`src/rtl/mem_pkg.sv`:
```
`default_nettype none
// ======================================================================
// mem_pkg : shared types for the SRAM read-stream path.  Rev 1.0
// ======================================================================
package mem_pkg;

   localparam int MEM_WIDTH = 32;
   localparam int MEM_SIZE  = 256;
   localparam int MEM_AW    = $clog2(MEM_SIZE);

   typedef enum logic [1:0] {
      IDLE  = 2'd0,
      RUN   = 2'd1,
      DRAIN = 2'd2,
      DONE  = 2'd3
   } rd_state_e;

   typedef logic [MEM_AW-1:0] mem_addr_t;
   typedef logic [MEM_AW:0]   mem_len_t;

endpackage
`default_nettype wire

```
`src/rtl/sync_fifo.sv`:
```
`default_nettype none
// ======================================================================
// sync_fifo : single-clock FIFO with occupancy count.  Rev 1.0
// ======================================================================
module sync_fifo #(
   parameter int  WIDTH = 32,
   parameter int  DEPTH = 4,
   localparam int PW    = (DEPTH > 1) ? $clog2(DEPTH) : 1,
   localparam int CW    = $clog2(DEPTH + 1)
) (
   input  logic             clk_i,
   input  logic             rst_i,
   input  logic             push_i,
   input  logic [WIDTH-1:0] data_i,
   input  logic             pop_i,
   output logic [WIDTH-1:0] data_o,
   output logic             full_o,
   output logic             empty_o,
   output logic [CW-1:0]    count_o
);

   logic [WIDTH-1:0] mem_q [DEPTH];
   logic [PW-1:0]    wr_ptr_q, rd_ptr_q;
   logic [CW-1:0]    count_q;
   logic             w_push, w_pop;
   logic [PW-1:0]    w_wr_ptr_inc, w_rd_ptr_inc;

   assign full_o  = (count_q == CW'(DEPTH));
   assign empty_o = (count_q == '0);
   assign count_o = count_q;
   assign data_o  = mem_q[rd_ptr_q];

   // A push into a full FIFO is accepted only when a pop frees the slot.
   assign w_pop  = pop_i && !empty_o;
   assign w_push = push_i && (!full_o || w_pop);

   assign w_wr_ptr_inc = (wr_ptr_q == PW'(DEPTH - 1)) ? '0 : wr_ptr_q + 1'b1;
   assign w_rd_ptr_inc = (rd_ptr_q == PW'(DEPTH - 1)) ? '0 : rd_ptr_q + 1'b1;

   always_ff @(posedge clk_i) begin
      if (rst_i) begin
         for (int i = 0; i < DEPTH; i++) begin
            mem_q[i] <= '0;
         end
         wr_ptr_q <= '0;
         rd_ptr_q <= '0;
         count_q  <= '0;
      end else begin
         if (w_push) begin
            mem_q[wr_ptr_q] <= data_i;
            wr_ptr_q        <= w_wr_ptr_inc;
         end
         if (w_pop) begin
            rd_ptr_q <= w_rd_ptr_inc;
         end
         case ({w_push, w_pop})
            2'b10:   count_q <= count_q + 1'b1;
            2'b01:   count_q <= count_q - 1'b1;
            default: count_q <= count_q;
         endcase
      end
   end

endmodule
`default_nettype wire

```
`src/rtl/mem_stream_reader.sv`:
```
`default_nettype none
// ======================================================================
// mem_stream_reader : sequential SRAM reader feeding a valid/ready stream.
// Rev 1.0
// ======================================================================
module mem_stream_reader
   import mem_pkg::*;
#(
   parameter int  WIDTH = MEM_WIDTH,
   parameter int  SIZE  = MEM_SIZE,
   parameter int  DEPTH = 4,
   localparam int AW    = $clog2(SIZE)
) (
   input  logic             clk_i,
   input  logic             rst_i,
   input  logic             start_i,
   input  logic [AW-1:0]    base_addr_i,
   input  logic [AW:0]      len_i,
   output logic             busy_o,
   output logic             done_o,
   output logic             mem_cenb_o,
   output logic             mem_wenb_o,
   output logic [AW-1:0]    mem_addr_o,
   input  logic [WIDTH-1:0] mem_q_i,
   output logic [WIDTH-1:0] data_o,
   output logic             valid_o,
   input  logic             ready_i
);

   localparam int CW = $clog2(DEPTH + 1);

   rd_state_e     state_q, state_d;
   logic [AW-1:0] cur_addr_q, cur_addr_d;
   logic [AW-1:0] addr_q, addr_d;
   logic [AW:0]   len_q, len_d;
   logic [AW:0]   issued_q, issued_d;
   logic [AW:0]   popped_q, popped_d;
   logic          cenb_q;
   logic          rd_pend_q;

   logic          w_issue, w_pop, w_last_pop;
   logic [AW-1:0] w_issue_addr, w_next_addr;
   logic [CW:0]   w_occ;
   logic [CW-1:0] w_fifo_count;
   logic          w_fifo_full, w_fifo_empty;

   assign mem_cenb_o = cenb_q;
   assign mem_wenb_o = 1'b1;
   assign mem_addr_o = addr_q;
   assign valid_o    = !w_fifo_empty;

   assign w_pop      = valid_o && ready_i;
   assign w_last_pop = w_pop && ((popped_q + 1'b1) == len_q);

   // Words committed but not yet popped: FIFO contents, the read presented to
   // the SRAM this cycle, and the read whose data is on mem_q_i this cycle.
   assign w_occ = {1'b0, w_fifo_count} + (CW+1)'(!cenb_q) + (CW+1)'(rd_pend_q);

   // The first read is decided in IDLE so it reaches the SRAM the cycle after start.
   assign w_issue_addr = (state_q == IDLE) ? base_addr_i : cur_addr_q;
   assign w_next_addr  = (w_issue_addr == AW'(SIZE - 1)) ? '0 : w_issue_addr + 1'b1;

   always_ff @(posedge clk_i) begin
      if (rst_i) begin
         state_q <= IDLE;
      end else begin
         state_q <= state_d;
      end
   end

   always_comb begin
      state_d = state_q;
      case (state_q)
         IDLE: begin
            if (start_i) begin
               state_d = (len_i == '0) ? DONE : RUN;
            end
         end
         RUN: begin
            if (w_last_pop) begin
               state_d = DONE;
            end else if (issued_q == len_q) begin
               state_d = DRAIN;
            end
         end
         DRAIN: begin
            if (w_last_pop) begin
               state_d = DONE;
            end
         end
         DONE:    state_d = IDLE;
         default: state_d = IDLE;
      endcase
   end

   always_comb begin
      w_issue = 1'b0;
      busy_o  = 1'b0;
      done_o  = 1'b0;
      case (state_q)
         IDLE:  w_issue = start_i && (len_i != '0);
         RUN: begin
            busy_o  = 1'b1;
            w_issue = (issued_q < len_q) && (w_occ < (CW+1)'(DEPTH));
         end
         DRAIN: busy_o = 1'b1;
         DONE:  done_o = 1'b1;
         default: ;
      endcase
   end

   always_comb begin
      len_d      = len_q;
      issued_d   = issued_q;
      popped_d   = popped_q;
      cur_addr_d = cur_addr_q;
      addr_d     = addr_q;
      if (state_q == IDLE && start_i) begin
         len_d    = len_i;
         issued_d = '0;
         popped_d = '0;
      end
      if (w_issue) begin
         issued_d   = issued_d + 1'b1;
         addr_d     = w_issue_addr;
         cur_addr_d = w_next_addr;
      end
      if (w_pop) begin
         popped_d = popped_d + 1'b1;
      end
   end

   always_ff @(posedge clk_i) begin
      if (rst_i) begin
         cur_addr_q <= '0;
         addr_q     <= '0;
         len_q      <= '0;
         issued_q   <= '0;
         popped_q   <= '0;
         cenb_q     <= 1'b1;
         rd_pend_q  <= 1'b0;
      end else begin
         cur_addr_q <= cur_addr_d;
         addr_q     <= addr_d;
         len_q      <= len_d;
         issued_q   <= issued_d;
         popped_q   <= popped_d;
         cenb_q     <= !w_issue;
         rd_pend_q  <= !cenb_q;
         assert (!(rd_pend_q && w_fifo_full && !w_pop));
      end
   end

   // SRAM output is only valid the cycle after an access; rd_pend_q marks it.
   sync_fifo #(
      .WIDTH (WIDTH),
      .DEPTH (DEPTH)
   ) u_fifo (
      .clk_i   (clk_i),
      .rst_i   (rst_i),
      .push_i  (rd_pend_q),
      .data_i  (mem_q_i),
      .pop_i   (w_pop),
      .data_o  (data_o),
      .full_o  (w_fifo_full),
      .empty_o (w_fifo_empty),
      .count_o (w_fifo_count)
   );

endmodule
`default_nettype wire

```
`config.mk`:
```
export PLATFORM = sky130hd
export DESIGN_NAME = mem_stream_reader
export DESIGN_NICKNAME = d
export VERILOG_FILES = /design/src/rtl/mem_pkg.sv /design/src/rtl/sync_fifo.sv /design/src/rtl/mem_stream_reader.sv
export SDC_FILE = /design/constraint.sdc
export NUM_CORES = 1
export LEC_CHECK = 0
export BUFFER_PORTS_ARGS = -buffer_cell sky130_fd_sc_hd__buf_2
export CORE_AREA = 2 2 165 167
export CTS_CLUSTER_DIAMETER = 120
export DETAILED_ROUTE_END_ITERATION = 12
export DIE_AREA = 0 0 167 169
export SETUP_SLACK_MARGIN = 0.15
export SYNTH_ARGS = -nofsm -noshare
export SYNTH_HDL_FRONTEND = slang
export SYNTH_HIERARCHICAL = 1
export SYNTH_SLANG_ARGS = --single-unit
```
`constraint.sdc`:
```
create_clock -name clk_i -period 4 [get_ports clk_i]
set_clock_uncertainty 0.15 [all_clocks]
set_input_delay 0.8 -clock clk_i [delete_from_list [all_inputs] [get_ports clk_i]]
set_output_delay 0.8 -clock clk_i [all_outputs]
set_load 0.05 [all_outputs]
```
==> impl_metrics.py <==
metrics = {
    "clocking": {
        "cts_resized": 0,
        "cts_setup_buffers": 0,
        "clockBufferDepth": 2,
        "tritoncts": "built",
        "cts_buffers": 17,
        "htree_num_levels": 4,
        "cts-root-buf": "clkbuf_16",
        "path_clk_slew_ps": 70,
        "cts-hold-fix-buffers": 0,
        "clock_latency_ps": 420,
        "clock-sinks": 184,
    },
    "worst_setup_path": {
        "worstSetupStartpointType": "flop",
        "critical_path_class": "reg -> out",
        "worst-path-max-fanout": 19,
        "worstReg2RegStart": "state_q[1]$_SDFFE_PP0P_",
        "crit_arrival_ps": 2260,
        "critPathCaptureType": "output pin",
        "required_ps": 3050,
    },
    "power": {
        "clock_power_share_pct": 30.2,
        "swShare_pct": 32.8,
        "p_comb_share_pct": 25.6,
        "p_leak_uw": 0.00402,
        "fin_total_pwr_uw": 5390,
        "peakVddDrop_uv": 513,
        "internal_power_uw": 3620,
        "power.switching_uw": 1770,
        "seqPwrFrac_pct": 44.1,
        "p_per_area_nw_per_um2": 514,
    },
    "sta": {
        "fin_crit_ps": 3210,
        "tightest_slew_ps": 843,
        "setup_viol": 0,
        "timing.final.hold_violations": 0,
        "max_freq_mhz": 312,
        "rsz0062_at_grt": "no",
        "slew_viol_final": 0,
        "slew_headroom_pct": 43.8,
        "finalCritPeriodShare_pct": 80.1,
        "tns_ps": 0,
    },
    "finish": {
        "layout_common_cells": "edfxtp_1, and2_1, buf_2",
        "nFillCells": 2567,
        "final_common_cell": "edfxtp_1",
        "area_growth_syn_to_layout_pct": 15.5,
        "nNetsFinal": 909,
        "drive_gt1_share_pct": 24.4,
    },
    "worst_hold_path": {
        "hold_path_class": "reg -> reg",
        "worstHoldStart": "len_q[2]$_SDFFE_PP0P_",
    },
    "job": {
        "maxCapViolCount": 0,
    },
    "synth": {
        "synth_cells": 733,
        "synthesis.area_sq_um": 9070,
        "avgSynthCellArea_sq_um": 12.4,
        "synth_fp_nets": 808,
        "yosys_warnings": 6,
    },
    "route": {
        "first_pass_iters": 6,
        "wl_um": 19800,
        "drc": 0,
        "ant_nets": 0,
        "vias": 5935,
        "vias_per_cell": 4.99,
        "routedWlPerCell_um": 16.7,
        "drtIter0Drc": 298,
    },
    "global_route": {
        "busiest_layer": "met2",
        "grt_util_met2_pct": 25.0,
        "met3_usage_pct": 3.88,
        "grt.total_usage_pct": 14.5,
        "antenna_found_initial": 3,
        "overflow": 0,
        "grt_max_degree": 33,
        "grt_pass1_vias": 6057,
        "grt_use_met1_pct": 18.3,
        "grt_pass1_wl_um": 32100,
    },
    "outcome": {
        "status": "complete, no violations",
    },
    "floorplan": {
        "die_x_um": 167,
        "initial_utilization_pct": 34.2,
        "num_rows": 60,
        "die_y_um": 169,
        "die-area_sq_um": 28200,
        "fp.coreArea_sq_um": 26500,
        "ioPinCount": 98,
    },
    "placement": {
        "io_buffers": 96,
        "dp_hpwl_um": 13200,
        "gp_congestion": 0.767,
    },
}
[per-layer routing]
| metal | vias to the layer above | wire (um) |
|---|---|---|
| li1 | 2882 | - |
| met1 | 2912 | 8840 |
| met2 | 119 | 9890 |
| met3 | 18 | 900 |
| met4 | 4 | 148 |
| met5 | - | 26 |
[final timing paths]
| kind | to | slack, ps | cells past startpoint |
|---|---|---|---|
| worst max-delay path | data_o[28] | 790 | 3 |
| worst min-delay path | len_q[2]$_SDFFE_PP0P_ | 340 | 2 |
| worst max register to register | cur_addr_q[3]$_SDFFE_PP0N_ | 1000 | 10 |
| worst min register to register | len_q[2]$_SDFFE_PP0P_ | 340 | 2 |
[cell type report]
type	instances	area, sq um	area share (%)
antenna	1	2.50	0.0239
timing repair buffer	117	663	6.33
inverter	24	90.1	0.860
sequential	184	4970	47.4
clock buffer	20	437	4.17
tap	341	427	4.07
multi-input combinational	490	3760	35.9
clock inverter	12	126	1.21
[stage by stage]
step / area (sq um) / setup slack [ps] / std cells / util [%] / hold slack, ps
after CTS: 10500 / 702 / 1188 / 39.5 / 347
after detailed placement: 9910 / 769 / 1156 / 37.4 / 325
after global placement: 9910 / 792 / 1156 / 37.4 / 323
after global routing: 10500 / 631 / 1188 / 39.5 / 365
final: 10500 / 795 / 1189 / 39.5 / 341
after floorplan: 9070 / 835 / 733 / - / 295
[flip-flops by register name, indices dropped and copies added, names as in the netlist, named ones only]
name             cells
cur_addr_q           8
issued_q             9
len_q                9
mem_addr_o           8
mem_cenb_o           1
popped_q             9
rd_pend_q            1
state_q              2
u_fifo/count_o       3
u_fifo/mem_q       128
u_fifo/rd_ptr_q      2
u_fifo/wr_ptr_q      2
[worst max-delay path: stages, from the launching register on]
cell and delay, ps:
dfxtp_2 820, buf_4 270, mux4_2 520, buf_2 230
[power groups by stage]
stage,Clock [uW],Sequential [uW],Combinational [uW]
finish,1630,2380,1380
global route,1760,2410,1510
CTS,1680,2380,1390
detailed placement,0,2420,1390
global placement,0,2420,1370
floorplan,0,2530,930
Power figures use the tool's default switching activity.
